`config.mk`:
```
export PLATFORM = sky130hd
export DESIGN_NAME = exc_arbiter
export DESIGN_NICKNAME = d
export VERILOG_FILES = /design/src/rtl/exc_arbiter.sv
export SDC_FILE = /design/constraint.sdc
export NUM_CORES = 1
export LEC_CHECK = 0
export ABC_AREA = 1
export BUFFER_PORTS_ARGS = -buffer_cell sky130_fd_sc_hd__buf_2
export CAP_MARGIN = 20
export CORE_AREA = 4 4 108 110
export CTS_CLUSTER_SIZE = 24
export DETAILED_ROUTE_END_ITERATION = 8
export DIE_AREA = 0 0 112 114
export GPL_TIMING_DRIVEN = 0
export PLACE_DENSITY = 0.63
export SYNTH_ARGS = -nofsm -noshare
export SYNTH_HDL_FRONTEND = slang
export SYNTH_SLANG_ARGS = --single-unit
```
`constraint.sdc`:
```
create_clock -name clk -period 3 [get_ports clk]
set_input_delay 0.3 -clock clk [delete_from_list [all_inputs] [get_ports clk]]
set_output_delay 0.3 -clock clk [all_outputs]
set_load 0.005 [all_outputs]
```
`src/rtl/exc_arbiter.sv`:
```
// Exception/interrupt arbiter for CP0: syncs interrupt lines, picks the
// MEM-stage exception code and sequences the flush/drain redirect.
module exc_arbiter #(
  parameter logic [31:0] EXC_VECTOR   = 32'h0000_0020,
  parameter int          SYNC_STAGES  = 2,
  parameter int          DRAIN_CYCLES = 2
) (
  input  logic        clk,
  input  logic        rst,
  input  logic [5:0]  ext_int_i,
  input  logic        timer_int_i,
  output logic [5:0]  cp0_int_o,
  input  logic [31:0] status_i,
  input  logic [31:0] cause_i,
  input  logic [31:0] epc_i,
  input  logic        wb_cp0_we_i,
  input  logic [4:0]  wb_cp0_waddr_i,
  input  logic [31:0] wb_cp0_data_i,
  input  logic        mem_valid_i,
  input  logic [31:0] mem_pc_i,
  input  logic        mem_dslot_i,
  input  logic [4:0]  mem_exc_i,
  output logic [31:0] excepttype_o,
  output logic [31:0] exc_pc_o,
  output logic        exc_dslot_o,
  output logic        flush_o,
  output logic [31:0] new_pc_o,
  output logic        hold_o
);

  localparam int CW = $clog2(DRAIN_CYCLES + 1);

  typedef enum logic [1:0] {
    IDLE,
    FLUSH,
    DRAIN
  } state_t;

  state_t state_q, state_d;
  logic [CW-1:0] cnt_q, cnt_d;
  logic [31:0] new_pc_d;
  logic [SYNC_STAGES-1:0][5:0] sync_q;

  always_ff @(posedge clk) begin
    if (rst) begin
      sync_q <= '0;
    end else begin
      sync_q[0] <= ext_int_i;
      for (int i = 1; i < SYNC_STAGES; i++)
        sync_q[i] <= sync_q[i-1];
    end
  end

  assign cp0_int_o = sync_q[SYNC_STAGES-1] | {timer_int_i, 5'b0};

  // WB bypass: a CP0 write retiring this cycle is not yet visible in the regs
  logic wr_st, wr_cs, wr_epc;
  logic [31:0] st, cs, epc;
  logic int_pend;
  logic unused_bits;

  assign wr_st  = wb_cp0_we_i && (wb_cp0_waddr_i == 5'd12);
  assign wr_cs  = wb_cp0_we_i && (wb_cp0_waddr_i == 5'd13);
  assign wr_epc = wb_cp0_we_i && (wb_cp0_waddr_i == 5'd14);

  assign st  = wr_st  ? wb_cp0_data_i : status_i;
  assign epc = wr_epc ? wb_cp0_data_i : epc_i;
  assign cs  = wr_cs ? {cause_i[31:10], wb_cp0_data_i[9:8], cause_i[7:0]}
                     : cause_i;

  assign int_pend = (|(cs[15:8] & st[15:8])) && !st[1] && st[0];
  assign unused_bits = ^{st[31:16], st[7:2], cs[31:16], cs[7:0]};

  logic [4:0] code;

  always_comb begin
    code = 5'h00;
    if (!rst && state_q == IDLE && mem_valid_i) begin
      priority case (1'b1)
        int_pend:     code = 5'h01;
        mem_exc_i[0]: code = 5'h0a;
        mem_exc_i[1]: code = 5'h08;
        mem_exc_i[2]: code = 5'h0d;
        mem_exc_i[3]: code = 5'h0c;
        mem_exc_i[4]: code = 5'h0e;
        default:      code = 5'h00;
      endcase
    end
  end

  assign excepttype_o = {27'b0, code};
  assign exc_pc_o     = mem_pc_i;
  assign exc_dslot_o  = mem_dslot_i;

  always_ff @(posedge clk) begin
    if (rst) begin
      state_q  <= IDLE;
      cnt_q    <= '0;
      new_pc_o <= '0;
    end else begin
      state_q  <= state_d;
      cnt_q    <= cnt_d;
      new_pc_o <= new_pc_d;
    end
  end

  always_comb begin
    state_d  = state_q;
    cnt_d    = cnt_q;
    new_pc_d = new_pc_o;
    unique case (state_q)
      IDLE: begin
        if (code != 5'h00) begin
          state_d  = FLUSH;
          new_pc_d = (code == 5'h0e) ? epc : EXC_VECTOR;
        end
      end
      FLUSH: begin
        cnt_d   = CW'(DRAIN_CYCLES);
        state_d = DRAIN;
      end
      DRAIN: begin
        cnt_d = cnt_q - CW'(1);
        if (cnt_q == CW'(1))
          state_d = IDLE;
      end
      default: state_d = IDLE;
    endcase
  end

  assign flush_o = (state_q == FLUSH);
  assign hold_o  = (state_q == DRAIN);

endmodule

```
Yosys cells after proc, flatten, opt, wreduce, memory -nomap -nowiden

Index checks and enable logic that the tools add are counted.

Register bits: 48
Input port bits: 182
Output and inout bits: 105
Logic and storage cells: 47

Add/subtract/negate cells: 1
Eq/ne operators: 9
Mux-type cells: 15
Bitwise logic cells: 2
Reductions and logical operators: 15

Operator list:

| operator                                                                | number |
|---|---|
| 32-bit two-way mux                                                      | 2 |
| 5-bit by 4-bit == test with 1-bit output, second input constant         | 4 |
| 4-bit two-way mux                                                       | 5 |
| 16-bit two-way mux                                                      | 1 |
| 10-bit two-way mux                                                      | 1 |
| 5-bit two-way mux                                                       | 2 |
| 8-bit bitwise AND                                                       | 1 |
| 8-bit OR reduction                                                      | 1 |
| 1-bit logical AND                                                       | 7 |
| 6-bit OR                                                                | 1 |
| 2-bit case mux with 3 select lines                                      | 1 |
| 5-bit nonzero test                                                      | 1 |
| 2-bit by 1-bit == test with 1-bit output, second input constant         | 2 |
| 2-bit two-way mux                                                       | 2 |
| 2-bit by 1-bit inequality test with 1-bit output, second input constant | 2 |
| 2-bit case mux with 2 select lines                                      | 1 |
| 2-bit AND reduction                                                     | 2 |
| 2-bit == test, second input constant                                    | 1 |
| 1-bit logical NOT                                                       | 2 |
| 2-bit logical NOT                                                       | 1 |
| 2-bit nonzero test                                                      | 1 |
| 2-bit by 1-bit subtractor with 2-bit output, second input constant      | 1 |

Longest topological paths before layout

Word-level depth: 12
Mapped depth: 17
Depth with buffers taken out: 16

Least setup slack after synthesis

Ideal clock, no wire load.

Path type: input -> register
Start point: input wb_cp0_waddr_i[3]
End point: register new_pc_o[12]
Library setup time: 115 ps
Arrival time: 1,591 ps
Required time: 2,885 ps
Path slack: 1,294 ps
Cell stages on the path: 15
Path buffers: 1
Cells stage by stage: nand2_4 -> inv_1 -> nand3_4 -> nand2_1 -> nand3_1 -> nand2_1 -> nor2_2 -> nand2_2 -> nand2_2 -> nand2_1 -> nand2_2 -> nand3_4 -> clkbuf_4 -> o21ai_1 -> nor2_1

Longest elaborated chain between the ends: 11
Elaborated cells on any way between the ends: 20
Classes of those cells: eq/ne (4); mux (6); bitwise (1); reduce/logical (9)

Ends and longest elaborated chain:

| element                                                                               | RTL line | source |
|---|---|---|
| start: declaration                                                                    | 17       | `input logic [4:0] wb_cp0_waddr_i,` |
| 5-bit by 4-bit == test with 1-bit output (on tied branches)                           | 63, 62   |  |
| 1-bit logical AND (on tied branches)                                                  | 63, 62   |  |
| 10-bit two-way mux / 16-bit two-way mux (equally long branches)                       | 68, 66   |  |
| 8-bit bitwise AND                                                                     | 71       | `assign int_pend = (\|(cs[15:8] & st[15:8])) && !st[1] && st[0];` |
| 8-bit OR reduction                                                                    | 71       |  |
| 1-bit logical AND (2 in series)                                                       | 71       |  |
| 5-bit two-way mux                                                                     | 79       | `priority case (1'b1)` |
| 5-bit two-way mux                                                                     | 78       | `if (!rst && state_q == IDLE && mem_valid_i) begin` |
| 5-bit by 4-bit == test with 1-bit output / 5-bit nonzero test (equally long branches) | 115, 113 |  |
| 32-bit two-way mux / 2-bit AND reduction (equally long branches)                      | --       |  |
| end signal: assignment                                                                | 103      | `new_pc_o <= new_pc_d;` |
| end: declaration                                                                      | 27       | `output logic [31:0] new_pc_o,` |

Parallel ways exist; a longest one is shown, timed or not.
A chain may end at the register's enable or synchronous reset.

Worst setup path after layout

Start point: register state_q[0]
End point: output excepttype_o[2]

Longest elaborated chain between the ends: 4

Ends and longest elaborated chain:

| element                         | RTL line | source |
|---|---|---|
| start: declaration              | 39       | `state_t state_q, state_d;` |
| start signal: assignment        | 101      | `state_q <= state_d;` |
| 2-bit logical NOT               | 78       |  |
| 1-bit logical AND (2 in series) | 78       |  |
| 5-bit two-way mux               | 78       |  |
| end: declaration                | 23       | `output logic [31:0] excepttype_o,` |

No other way between the ends.

==> results.md <==
* Clock Power Share at 23.3%
* Ports at 287
* I/O Buffers at 179
* Worst path slowest cell: dfxtp_1
* Num CTS Buffers at 5
* Total GRT Usage at 13.1%
* Async S/R FF share, synth at 0%
* Setup Total Neg Slack at 0 ps
* Die Y at 114 µm
* Maxcap violations at 0
* #FFs+latches synth at 48
* Critical path's top delay family: buffers and inverters
* TritonRoute pass-1 iters at 4
* Synth cell count leaders: nor2_1 (88), buf_4 (66), dfxtp_1 (48)
* Net Switching at 689 µW
* Clk_skew at 9.96 ps
* Area grow syn2layout at 39.1%
* Status: complete, no violations
* CP peak stage delay at 340 ps
* Crit path DAT at 1810 ps
* Most frequent cell on the critical path: inv_1
* Clk root buf: clkbuf_8
* Worst setup path class: reg2out
* Global-route wire length before repair at 13900 µm
* Placer congestion estimate at 0.825
* CP endpoint kind: output port
* Mapped Cells at 439
* CTS Hold Bufs at 0
* Final worst-path cycle share at 70.3%
* Clk buf depth at 2
* Share of cells above drive strength 1 at 48.4%
* Synth Area per Inst at 7.49 µm²
* H-tree levels at 2
* Sequential group share of total power at 39.6%
* Worst Tran Pin Value at 558 ps
* Fmax at 474 MHz
* Number of synthesized flops with an enable pin at 0
* Data required time of the worst path at 2700 ps
* Yosys Warn Count at 0
* Count leader, synth: nor2_1
* Clock transition at the registers of the reported paths at 100 ps
* Synth top area cells: dfxtp_1 (29%), buf_4 (15%), nor2_1 (10%), mux2i_1 (7.6%), nor2_2 (6.1%)
* Standard-cell rows at 38
* Synthesized area at 0.00329 mm²
* Slew headroom at 62.8%
* Sw Share at 33.1%
* Pint at 1390 µW
* Largest net degree at the start of global routing at 17
* Routed len/inst at 11.4 µm
* Unrepaired setup endpoints after global routing: no
* Maximum VDD drop at 0.269 mV
* Worst-path cell chain: inv_1 -> ha_1 -> nand3_1 -> inv_1 -> nand2_1 -> a211oi_4 -> buf_2
* Area share of the largest cell type after synthesis at 29.2%
* Final core occ at 42.8%
* Endpoints failing setup at 0
* DR DRC count at 0
* Crit path buf inv count at 3
* Vias in the first global route at 3033
* Pins Over Slew Limit at 0
* Routed Antenna Nets at 0
* Biggest area consumer among synthesized cells: dfxtp_1
* Tmin final at 2110 ps
* DR iter-0 viols at 119
* Worst-skew pair later-pin latency at 300 ps
* Routed WL at 9070 µm
* Leakage power at 0.00274 µW
* Core area at 0.0107 mm²
* Crit Path Max Fanout at 3
* Seq/Total Area, Yosys at 29.2%
* Synth Flop Type: dfxtp_1
* Layout Nets at 839
* Critical path launch point type: register
* Die area at 0.0128 mm²
* Combinational fraction of design power at 37.1%
* Die Wd at 112 µm
* Post-synthesis cell type count at 36
* Post-cts sizing count at 0
* Post-DR vias/cell at 4.11
* Pwr dens at 455 mW/mm²
* Hold Crit Class: in2reg
* Initial core utilization at 30.7%
* Clock net sink count at 48
* Final Hold Fails at 0
* Vias at 3258
* CTS tree: built
* Detailed placement HPWL at 7560 µm
* Post-CTS Setup Bufs at 0
* Grt ovf at 0
* Antenna violations before repair at 0
* Antenna diodes at 0
## power by group through the flow
stage / logic (µW) / registers (µW) / clock network [µW]
floorplan: 464 / 844 / 0
global placement: 763 / 836 / 0
detailed placement: 782 / 838 / 0
CTS: 784 / 826 / 508
global route: 874 / 842 / 533
finish: 772 / 826 / 485
## through the flow
step	cell area (µm²)	instances	hold slack, ps	setup WS [ps]	power, µW
final	4580	793	192	892	2080
after global routing	4580	793	181	734	2250
after CTS	4580	793	180	865	2120
after detailed placement	4460	785	393	822	1620
after global placement	4460	785	393	873	1600
after floorplan	3390	466	371	1290	1310
## layer usage
layer / vias to the layer above / part of all wire, % / GRT usage, %
met2: 160 / 48 / 23.2
met1: 1388 / 40 / 15.5
met3: 10 / 11 / 4.77
met4: 0 / 0.88 / 2.56
met5: - / 0 / 0
li1: 1700 / - / -
## worst register-to-register path, stage by stage, from the launching register on
cell and delay [ps]:
dfxtp_1 340, inv_1 110, ha_1 190, nand3_1 110, inv_1 150, nand2_1 110, a211oi_4 320, nand2_4 120
buf_6 180, nor2_2 90, nor2_1 50, nor2_1 80
## cells by family (layout without fill, tap and decap cells)
kind of cell | count (synthesis) | in the layout | share of synthesized area (%)
muxes | 25 | 25 | 7.61
AOI/OAI and AO/OA | 48 | 48 | 8.48
buffers and inverters | 132 | 319 | 25.5
other | 1 | 28 | 0.114
and+or+nand+nor | 180 | 180 | 27.2
DFF | 48 | 48 | 29.2
adders and majority gates | 5 | 5 | 1.90
## registers in the layout, indices dropped and copies added, names as in the netlist
signal,cells
sync_q,12
new_pc_o,32
state_q,2
cnt_q,2
## placed cells by master, fill, tap and decap left out, types with 3 or more instances in the layout
| cell type | Yosys | layout |
|---|---|---|
| clkbuf_8 | 0 | 5 |
| nor2_1 | 88 | 88 |
| clkbuf_1 | 3 | 3 |
| inv_1 | 46 | 46 |
| nand2_4 | 3 | 3 |
| nor2_2 | 32 | 32 |
| buf_6 | 7 | 7 |
| a21oi_1 | 10 | 10 |
| nand3_1 | 19 | 19 |
| o21ai_0 | 12 | 12 |
| buf_4 | 66 | 66 |
| ha_1 | 5 | 5 |
| o21ai_1 | 20 | 20 |
| nand2_2 | 4 | 4 |
| dfxtp_1 | 48 | 48 |
| conb_1 | 1 | 28 |
| nand3b_1 | 3 | 3 |
| mux2i_1 | 25 | 25 |
| inv_2 | 3 | 3 |
| buf_2 | 2 | 181 |
| nand2_1 | 22 | 22 |
## path summary, 6_finish.rpt
kind | start | endpoint | slack (ps) | cells after the start
max | state_q[0] | excepttype_o[2] | 890 | 7
min | ext_int_i[3] | sync_q[3] | 190 | 3
max reg2reg | state_q[0] | new_pc_o[2] | 1090 | 11
min reg2reg | sync_q[5] | sync_q[11] | 410 | 2
## final cells by class
type	count	area [µm²]
inverter	49	184
clock buffer	5	68.8
buffer	83	654
timing repair buffer	179	896
tap	140	175
sequential	48	961
clock inverter	3	46.3
multi-input combinational	286	1590
fill	1135	6120
(Power assumes the default switching activity.)
